[config.mk]
export PLATFORM = sky130hd
export DESIGN_NAME = pkt_flit_encoder_flat
export DESIGN_NICKNAME = d
export VERILOG_FILES = /design/src/rtl/router_pkt_pkg.sv /design/src/rtl/pkt_flit_encoder_if.sv /design/src/rtl/flit_hdr_pack.sv /design/src/rtl/pkt_flit_encoder.sv /design/src/flat_wrapper.sv
export SDC_FILE = /design/constraint.sdc
export NUM_CORES = 2
export LEC_CHECK = 0
export CORE_AREA = 2 2 432 434
export CTS_BUF_LIST = sky130_fd_sc_hd__clkbuf_4 sky130_fd_sc_hd__clkbuf_8
export DETAILED_ROUTE_END_ITERATION = 7
export DIE_AREA = 0 0 434 436
export SYNTH_ARGS = -nofsm -noshare
export SYNTH_HDL_FRONTEND = slang
export SYNTH_SLANG_ARGS = --single-unit
[constraint.sdc]
create_clock -name clk -period 4.6 [get_ports clk]
set_input_delay 0.69 -clock clk [delete_from_list [all_inputs] [get_ports clk]]
set_output_delay 0.69 -clock clk [all_outputs]
set_load 0.01 [all_outputs]
[src/rtl/router_pkt_pkg.sv]
// Shared header constants and helpers for the router packet
// flit encoder and decoder.
package router_pkt_pkg;

  localparam int HDR_TTL_W    = 2;
  localparam int HDR_SEQ_W    = 5;
  localparam int HDR_SRC_W    = 2;
  localparam int HDR_TTL_INIT = 3;
  localparam int HDR_SRC_ID   = 0;

  typedef enum logic {
    ST_IDLE = 1'b0,
    ST_SEND = 1'b1
  } enc_state_e;

  function automatic int ceil_div(input int a, input int b);
    return (a + b - 1) / b;
  endfunction

endpackage

[src/rtl/pkt_flit_encoder_if.sv]
// Packet-in / flit-out handshake bundle for the flit encoder.
// Master drives packets and flit backpressure; slave is the encoder.
interface pkt_flit_encoder_if #(
  parameter int DATA_WIDTH = 1024,
  parameter int ADDR_WIDTH = 10,
  parameter int FLIT_WIDTH = 64
) ();

  logic                  in_valid;
  logic                  in_ready;
  logic [DATA_WIDTH-1:0] in_data;
  logic [ADDR_WIDTH-1:0] in_dst_addr;
  logic                  out_valid;
  logic                  out_ready;
  logic [FLIT_WIDTH-1:0] out_flit;
  logic                  out_last;
  logic                  encode_done;

  modport master (
    output in_valid,
    output in_data,
    output in_dst_addr,
    output out_ready,
    input  in_ready,
    input  out_valid,
    input  out_flit,
    input  out_last,
    input  encode_done
  );

  modport slave (
    input  in_valid,
    input  in_data,
    input  in_dst_addr,
    input  out_ready,
    output in_ready,
    output out_valid,
    output out_flit,
    output out_last,
    output encode_done
  );

endinterface

[src/rtl/flit_hdr_pack.sv]
// Slices one payload chunk out of the packet shadow and prepends it
// to the TTL / sequence / source header.
module flit_hdr_pack #(
  parameter int SHADOW_W  = 1034,
  parameter int PAYLOAD_W = 55,
  parameter int NUM_FLITS = 19,
  parameter int TTL_W     = 2,
  parameter int SEQ_W     = 5,
  parameter int SRC_W     = 2,
  parameter int TTL_INIT  = 3,
  parameter int SRC_ID    = 0,
  localparam int FW = PAYLOAD_W + TTL_W + SEQ_W + SRC_W
) (
  input  logic [SHADOW_W-1:0] shadow_i,
  input  logic [SEQ_W-1:0]    idx_i,
  output logic [FW-1:0]       flit_o
);

  localparam int EXT_W = NUM_FLITS * PAYLOAD_W;

  logic [EXT_W-1:0]     ext;
  logic [PAYLOAD_W-1:0] slice;

  // Zero-extension supplies the pad bits of the final flit.
  assign ext    = EXT_W'(shadow_i);
  assign slice  = ext[idx_i*PAYLOAD_W +: PAYLOAD_W];
  assign flit_o = {slice, TTL_W'(TTL_INIT), idx_i, SRC_W'(SRC_ID)};

endmodule

[src/rtl/pkt_flit_encoder.sv]
// Splits one wide packet (data + destination) into a stream of
// header-tagged flits with valid/ready backpressure.
module pkt_flit_encoder
  import router_pkt_pkg::*;
#(
  parameter int DATA_WIDTH = 1024,
  parameter int ADDR_WIDTH = 10,
  parameter int FLIT_WIDTH = 64,
  parameter int TTL_W      = HDR_TTL_W,
  parameter int SEQ_W      = HDR_SEQ_W,
  parameter int SRC_W      = HDR_SRC_W,
  parameter int TTL_INIT   = HDR_TTL_INIT,
  parameter int SRC_ID     = HDR_SRC_ID
) (
  input logic              clk,
  input logic              rst_n,
  pkt_flit_encoder_if.slave bus
);

  localparam int PAYLOAD_W = FLIT_WIDTH - TTL_W - SEQ_W - SRC_W;
  localparam int SHADOW_W  = DATA_WIDTH + ADDR_WIDTH;
  localparam int PW_SAFE   = (PAYLOAD_W < 1) ? 1 : PAYLOAD_W;
  localparam int NUM_FLITS = ceil_div(SHADOW_W, PW_SAFE);
  localparam logic [SEQ_W-1:0] LAST = SEQ_W'(NUM_FLITS - 1);

  if ((NUM_FLITS - 1) > ((1 << SEQ_W) - 1) || PAYLOAD_W < 1) begin : g_bad_cfg
    $error("pkt_flit_encoder: flit count or payload width invalid");
  end

  enc_state_e            state_q, state_d;
  logic [SEQ_W-1:0]      cnt_q, cnt_d;
  logic [SHADOW_W-1:0]   shadow_q, shadow_d;
  logic                  in_ready_q, in_ready_d;
  logic                  out_valid_q, out_valid_d;
  logic [FLIT_WIDTH-1:0] out_flit_q, out_flit_d;
  logic                  out_last_q, out_last_d;
  logic                  done_q, done_d;
  logic [FLIT_WIDTH-1:0] flit_nxt;

  flit_hdr_pack #(
    .SHADOW_W  (SHADOW_W),
    .PAYLOAD_W (PW_SAFE),
    .NUM_FLITS (NUM_FLITS),
    .TTL_W     (TTL_W),
    .SEQ_W     (SEQ_W),
    .SRC_W     (SRC_W),
    .TTL_INIT  (TTL_INIT),
    .SRC_ID    (SRC_ID)
  ) u_pack (
    .shadow_i (shadow_d),
    .idx_i    (cnt_d),
    .flit_o   (flit_nxt)
  );

  // Outputs are built from next-state so flit 0 lands one cycle
  // after capture and a stalled flit simply re-registers itself.
  always_comb begin
    state_d     = state_q;
    cnt_d       = cnt_q;
    shadow_d    = shadow_q;
    in_ready_d  = in_ready_q;
    out_valid_d = out_valid_q;
    done_d      = 1'b0;
    unique case (state_q)
      ST_IDLE: begin
        if (in_ready_q && bus.in_valid) begin
          shadow_d    = {bus.in_data, bus.in_dst_addr};
          cnt_d       = '0;
          state_d     = ST_SEND;
          in_ready_d  = 1'b0;
          out_valid_d = 1'b1;
        end else begin
          in_ready_d  = 1'b1;
        end
      end
      ST_SEND: begin
        if (out_valid_q && bus.out_ready) begin
          if (cnt_q == LAST) begin
            state_d     = ST_IDLE;
            in_ready_d  = 1'b1;
            out_valid_d = 1'b0;
            done_d      = 1'b1;
          end else begin
            cnt_d = cnt_q + SEQ_W'(1);
          end
        end
      end
      default: state_d = ST_IDLE;
    endcase
    out_flit_d = out_valid_d ? flit_nxt : '0;
    out_last_d = out_valid_d && (cnt_d == LAST);
  end

  always_ff @(posedge clk or negedge rst_n) begin
    if (!rst_n) begin
      state_q     <= ST_IDLE;
      cnt_q       <= '0;
      shadow_q    <= '0;
      in_ready_q  <= 1'b0;
      out_valid_q <= 1'b0;
      out_flit_q  <= '0;
      out_last_q  <= 1'b0;
      done_q      <= 1'b0;
    end else begin
      state_q     <= state_d;
      cnt_q       <= cnt_d;
      shadow_q    <= shadow_d;
      in_ready_q  <= in_ready_d;
      out_valid_q <= out_valid_d;
      out_flit_q  <= out_flit_d;
      out_last_q  <= out_last_d;
      done_q      <= done_d;
    end
  end

  assign bus.in_ready    = in_ready_q;
  assign bus.out_valid   = out_valid_q;
  assign bus.out_flit    = out_flit_q;
  assign bus.out_last    = out_last_q;
  assign bus.encode_done = done_q;

endmodule

[src/flat_wrapper.sv]
// flat-port wrapper written by rule: the top's interface ports become plain ports
module pkt_flit_encoder_flat import router_pkt_pkg::*;
#(
  parameter int DATA_WIDTH = 1024,
  parameter int ADDR_WIDTH = 10,
  parameter int FLIT_WIDTH = 64,
  parameter int TTL_W      = HDR_TTL_W,
  parameter int SEQ_W      = HDR_SEQ_W,
  parameter int SRC_W      = HDR_SRC_W,
  parameter int TTL_INIT   = HDR_TTL_INIT,
  parameter int SRC_ID     = HDR_SRC_ID
)
  (clk, rst_n, bus_in_valid, bus_in_data, bus_in_dst_addr, bus_out_ready, bus_in_ready, bus_out_valid, bus_out_flit, bus_out_last, bus_encode_done);
  pkt_flit_encoder_if #(.DATA_WIDTH(DATA_WIDTH), .ADDR_WIDTH(ADDR_WIDTH), .FLIT_WIDTH(FLIT_WIDTH)) bus_i ();
  input logic clk;
  input logic rst_n;
  input wire logic [$bits(bus_i.in_valid)-1:0] bus_in_valid;
  input wire logic [$bits(bus_i.in_data)-1:0] bus_in_data;
  input wire logic [$bits(bus_i.in_dst_addr)-1:0] bus_in_dst_addr;
  input wire logic [$bits(bus_i.out_ready)-1:0] bus_out_ready;
  output wire logic [$bits(bus_i.in_ready)-1:0] bus_in_ready;
  output wire logic [$bits(bus_i.out_valid)-1:0] bus_out_valid;
  output wire logic [$bits(bus_i.out_flit)-1:0] bus_out_flit;
  output wire logic [$bits(bus_i.out_last)-1:0] bus_out_last;
  output wire logic [$bits(bus_i.encode_done)-1:0] bus_encode_done;
  assign bus_i.in_valid = bus_in_valid;
  assign bus_i.in_data = bus_in_data;
  assign bus_i.in_dst_addr = bus_in_dst_addr;
  assign bus_i.out_ready = bus_out_ready;
  assign bus_in_ready = bus_i.in_ready;
  assign bus_out_valid = bus_i.out_valid;
  assign bus_out_flit = bus_i.out_flit;
  assign bus_out_last = bus_i.out_last;
  assign bus_encode_done = bus_i.encode_done;
  pkt_flit_encoder #(.DATA_WIDTH(DATA_WIDTH), .ADDR_WIDTH(ADDR_WIDTH), .FLIT_WIDTH(FLIT_WIDTH), .TTL_W(TTL_W), .SEQ_W(SEQ_W), .SRC_W(SRC_W), .TTL_INIT(TTL_INIT), .SRC_ID(SRC_ID)) u_core (.clk(clk), .rst_n(rst_n), .bus(bus_i));
endmodule
# Yosys cells after proc, flatten, opt, wreduce, memory -nomap -nowiden
# Index checks and enable logic that the tools add are counted.
# word_totals
word_cells,42
ff_bits,1108
rom_bits,0
mem_count,0
inputBits,1038
latchBits,0
mem_bits_rw,0
# classes
addsub,1
eq_ne,4
n_reduce_logical,4
n_div,0
n_shift,1
n_lt_le_gt_ge,0
bitwise_logic,1
n_mux,22
mul,1
# op_table
op,count
1034-bit 2-to-1 mux,2
1045-bit by 12-bit variable part select with 55-bit output,1
64-bit 2-to-1 mux,1
5-bit 2-to-1 mux,3
1-bit 2-to-1 mux,12
5-bit by 6-bit multiplier with 11-bit output (second input constant),1
5-bit equality test (second input constant),2
5-bit one-hot mux with 2 select lines,1
1-bit one-hot mux with 2 select lines,3
5-bit by 1-bit adder with 5-bit output (second input constant),1
2-bit != test (second input constant),2
1-bit logical AND,3
2-bit AND reduction,1
1-bit NOT,1

# Logic depth before layout (Yosys ltp)
# logic_depth
depth_word,7
ltp_mapped,15
depth_no_buf,10

# By module
# Synthesis repeated with hierarchy kept, for this count alone.
# unflattened
cells_unflattened,5426
area_unflattened_um2,49781.5
# by_module_without_submodules
module,area_each_um2,n_inst,cells_each,seq_area_each_um2
pkt_flit_encoder,41190.8,1,4550,27726.6
flit_hdr_pack,8590.7,1,876,0.0

# Least setup slack after synthesis
# Ideal clock, no wire load.
# synth_timing
path_kind,register to register
from,register u_core.cnt_q[0]
to,register u_core.out_flit_q[16] (netlist: u_core.bus.out_flit[16])
required_ns,4.473
arrival_ns,2.692
period_less_slack_ns,2.820
setup_slack_ns,1.780
path_stages_with_launch,14
setup_time_ns,0.127
cell_sequence,dfrtp_1 > clkbuf_1 > inv_1 > ha_1 > nor4bb_4 > nor4_4 > nor2_4 > inv_2 > buf_6 > buf_2 > mux2i_1 > o22ai_1 > or3_1 > nor3b_1
# synth_between
elab_chain_len,7
# synth_lines
item,line,text
from (decl),pkt_flit_encoder.sv:31,"logic [SEQ_W-1:0] cnt_q, cnt_d;"
from (signal assigned),pkt_flit_encoder.sv:106,cnt_q <= cnt_d;
5-bit by 1-bit adder with 5-bit output or 5-bit equality test (tied branches),"pkt_flit_encoder.sv:84, pkt_flit_encoder.sv:78",
5-bit 2-to-1 mux,pkt_flit_encoder.sv:78,if (cnt_q == LAST) begin
5-bit 2-to-1 mux,pkt_flit_encoder.sv:77,if (out_valid_q && bus.out_ready) begin
5-bit one-hot mux with 2 select lines,pkt_flit_encoder.sv:64,unique case (state_q)
5-bit by 6-bit multiplier with 11-bit output,flit_hdr_pack.sv:26,assign slice = ext[idx_i*PAYLOAD_W +: PAYLOAD_W];
1045-bit by 12-bit variable part select with 55-bit output,flit_hdr_pack.sv:26,
64-bit 2-to-1 mux *,pkt_flit_encoder.sv:90,out_flit_d = out_valid_d ? flit_nxt : '0;
net u_core.out_flit_d[16],pkt_flit_encoder.sv:35,"logic [FLIT_WIDTH-1:0] out_flit_q, out_flit_d;"
to (signal assigned),pkt_flit_encoder.sv:110,out_flit_q <= out_flit_d;
to (decl),pkt_flit_encoder.sv:35,
# The timed path passes the listed nets; every way through them passes the cells marked *.
# A chain may end at the register's enable or synchronous reset.

# Worst setup path after layout
# layout_timing
from,register u_core.cnt_q[0]
to,register u_core.out_flit_q[59] (netlist: u_core.bus.out_flit[59])
# Same word-level chain as after synthesis.

==> metrics.md <==
| Metric | Value |
|---|---|
| Final Critical Period | `4.080 ns` |
| Most numerous cell in the Yosys netlist | `dfrtp_1` |
| Clock Tree Buf Depth | `3` |
| Hold WC Path Type | `in2reg` |
| VDD IR max | `~340 uV` |
| Number of synthesized flops with an enable pin | `0` |
| Crit end category | `register` |
| Gp weighted congestion | `around 0.86` |
| Vias in the first global route | `39830` |
| Final setup viols | `0` |
| Share of cells above drive strength 1 | `28.99%` |
| RSZ-0062 raised after global routing | `false` |
| Num CTS Buffers | `203` |
| Post-Synth XOR/XNOR Area | `0.03530%` |
| Crit Path Category | `reg2reg` |
| Final HPWL DP | `167300 um` |
| Seq cells post-synth | `1104` |
| CP Max Fanout | `38` |
| Post-Syn Area | `49630 sq um` |
| Highest Clock Rate | `0.2451 GHz` |
| DRC | `0` |
| Crit path arrival time | `4.98 ns` |
| Most frequent cells after synthesis | `dfrtp_1, mux2_2, mux2i_1` |
| TritonRoute pass-1 iters | `5` |
| Overflow after GRT | `0` |
| Ys flop type | `dfrtp_1` |
| CTS sink cnt | `1104` |
| Warnings from Yosys | `0` |
| Pwr dens | `629.5 nW/um^2` |
| 1st-iter DRT viols | `2149` |
| P_leak | `between 0.02 and 0.03 uW` |
| Die width | `434 um` |
| H-tree depth | `4` |
| Outcome | `complete, no violations` |
| Yosys cell types | `58` |
| Area leader, netlist | `dfrtp_1` |
| Clk slew on worst S/H paths | `0.06 ns` |
| WP data required | `~5.5 ns` |
| GR Util All Layers | `22.58%` |
| FP Rows | `roughly 160` |
| CTS Root Cell | `clkbuf_8` |
| Post-Synth Adder-Cell Area | `0.05042%` |
| TritonCTS clock tree | `yes` |
| Die area | `189200 sq um` |
| Wire per inst | `28.00 um` |
| Main combinational cell family by area after synthesis | `multiplexers` |
| Tightest Pin Transition | `1.003 ns` |
| Asr flop ratio synth | `100.0%` |
| Synth top area share | `55.67%` |
| Post-synthesis compound-gate area fraction | `4.672%` |
| Final period util | `88.69%` |
| Synth area leaders | `dfrtp_1, mux2_2, mux2i_1, nor2_1, nand2_1` |
| # IOs | `~1100` |
| WHS | `between 0.2 and 0.3 ns` |
| Via density | `4.733` |
| M2 GR Usage | `39.86%` |
| Mux contribution to synthesized area | `29.86%` |
| Post-cts resize count | `0` |
| Maxcap violations | `0` |
| Sequential fraction of the synthesis area | `roughly 56%` |
| Routed wire length | `218400 um` |
| Final #Nets | `roughly 6000` |
| Via count | `around 37000` |
| Synth Area per Inst | `roughly 13 sq um` |
| Routing usage on met3 | `under 10%` |
| Max-slew headroom | `approximately a third` |
| Setup Skew | `slightly above 0.05 ns` |
| Initial Util | `between 20% and 30%` |
| Setup tns final | `0 ns` |
| Hold Fails Final Rpt | `0` |
| IO buf count | `1103` |
| Final antenna-violating net count | `0` |
| Core outline area | `184600 sq um` |
| Synth Area in Simple Gates | `6.775%` |
| Worst setup SP type | `register` |
| Largest net degree at the start of global routing | `121` |
| Synthesized netlist cell count | `3883` |
| Final Core Density | `a little under two fifths` |
| Die Ht | `about 440 um` |
| First-pass GRT wire length | `300800 um` |
| Met1 usage | `between 20 and 30%` |
| Initial antenna violation count | `85` |
| GR peak layer | `met2` |
| Fillers | `18070` |
| Pins over their slew limit | `0` |
| Area delta synth->final | `39.18%` |
| Worst skew pair latency | `0.99 ns` |
-- what timing repair did --
action,4_1_cts,5_1_grt
endpoints found under the hold margin,68,0
setup buffers,0,0
hold buffers,1,0
-- power by group --
part | internal, uW | switching [uW] | leakage (uW)
combinational | 7850 | 9700 | 0.0141
sequential | 14400 | 1240 | 0.0133
clock | 5830 | 4490 | 0.00232
total | 28000 | 15400 | 0.0297
-- sequential cells by signal, summed over array words and instances (netlist names) --
signal,flops
u_core.bus.out_last,1
u_core.cnt_q,5
u_core.state_q,1
u_core.bus.out_flit,61
u_core.bus.encode_done,1
u_core.bus.in_ready,1
u_core.shadow_q,1034
-- cell type report --
cell class | instances | area (sq um) | area share (%)
sequential | 1104 | 27630 | 40.00
multi-input combinational | 2482 | 20670 | 29.93
timing repair buffer | 1297 | 13020 | 18.85
clock buffer | 311 | 3886 | 5.627
tap | 2480 | 3103 | 4.493
clock inverter | 44 | 516.7 | 0.7482
antenna | 59 | 147.6 | 0.2138
inverter | 22 | 98.84 | 0.1431
-- kinds of logic (layout without fill, tap and decap cells) --
family                     Yosys count  after routing
AOI/OAI and AO/OA                  347            347
other                                1             61
muxes                             1362           1362
xor gates and xnor gates             2              2
DFF                               1104           1104
and+or+nand+nor                    767            767
buffers and inverters              298           1674
adders and majority gates            2              2
-- per-stage QoR --
stage	setup WS (ns)	total power, uW	instance area [sq um]	std cells
after floorplan	1.780	25920	49630	3884
after global placement	-0.05775	33080	64500	7383
after detailed placement	-0.06057	33480	64510	7384
after CTS	0.3936	44030	68920	7740
after global routing	0.3012	45910	69040	7787
final	0.5204	43480	69070	7799
-- metal layers --
layer  wire length [um]  vias to the layer above
met2             114300                     1208
met4               9626                       34
met3              11540                      339
met5                207                        -
met1              82740                    18940
li1                   -                    16390
-- placed cells by master (no fill, tap or decap), types with 20 or more instances in the layout --
cell type,synthesis,final
dfrtp_1,1104,1104
clkdlybuf4s50_1,0,1102
mux2_2,948,948
mux2i_1,414,414
nor2_1,286,284
nand2_1,253,250
clkbuf_8,0,248
buf_4,24,152
nor3_1,123,123
o22ai_1,94,94
a211oi_1,74,69
clkbuf_4,0,63
diode_2,0,59
o21ai_0,56,56
buf_12,0,41
or3_1,34,34
a21oi_1,31,30
nor3b_1,25,25
o211ai_1,24,24
o32ai_1,20,20
-- path summary, 6_finish.rpt --
kind	startpoint	endpoint	slack [ns]	depth (start not counted)
max in group asynchronous	rst_n	u_core.shadow_q[314]	2.89	3
worst max register to register	u_core.cnt_q[0]	u_core.bus.out_flit[59]	0.52	10
worst min register to register	u_core.shadow_q[983]	u_core.shadow_q[983]	0.47	2
min in group asynchronous	rst_n	u_core.shadow_q[169]	0.38	2
worst min-delay path	bus_in_data[868]	u_core.shadow_q[878]	0.25	3
worst max-delay path	u_core.cnt_q[0]	u_core.bus.out_flit[59]	0.52	10
-- worst max-delay path: stages (launching register included) --
cell      delay, ns
dfrtp_1        0.57
inv_1          0.14
ha_1           0.30
or3_1          0.42
and3_4         0.25
clkinv_2       0.24
nand2_4        0.29
buf_12         0.29
or3_1          0.43
a31oi_1        0.82
a211o_1        0.18
No activity file was read; power rests on OpenSTA's default activity.
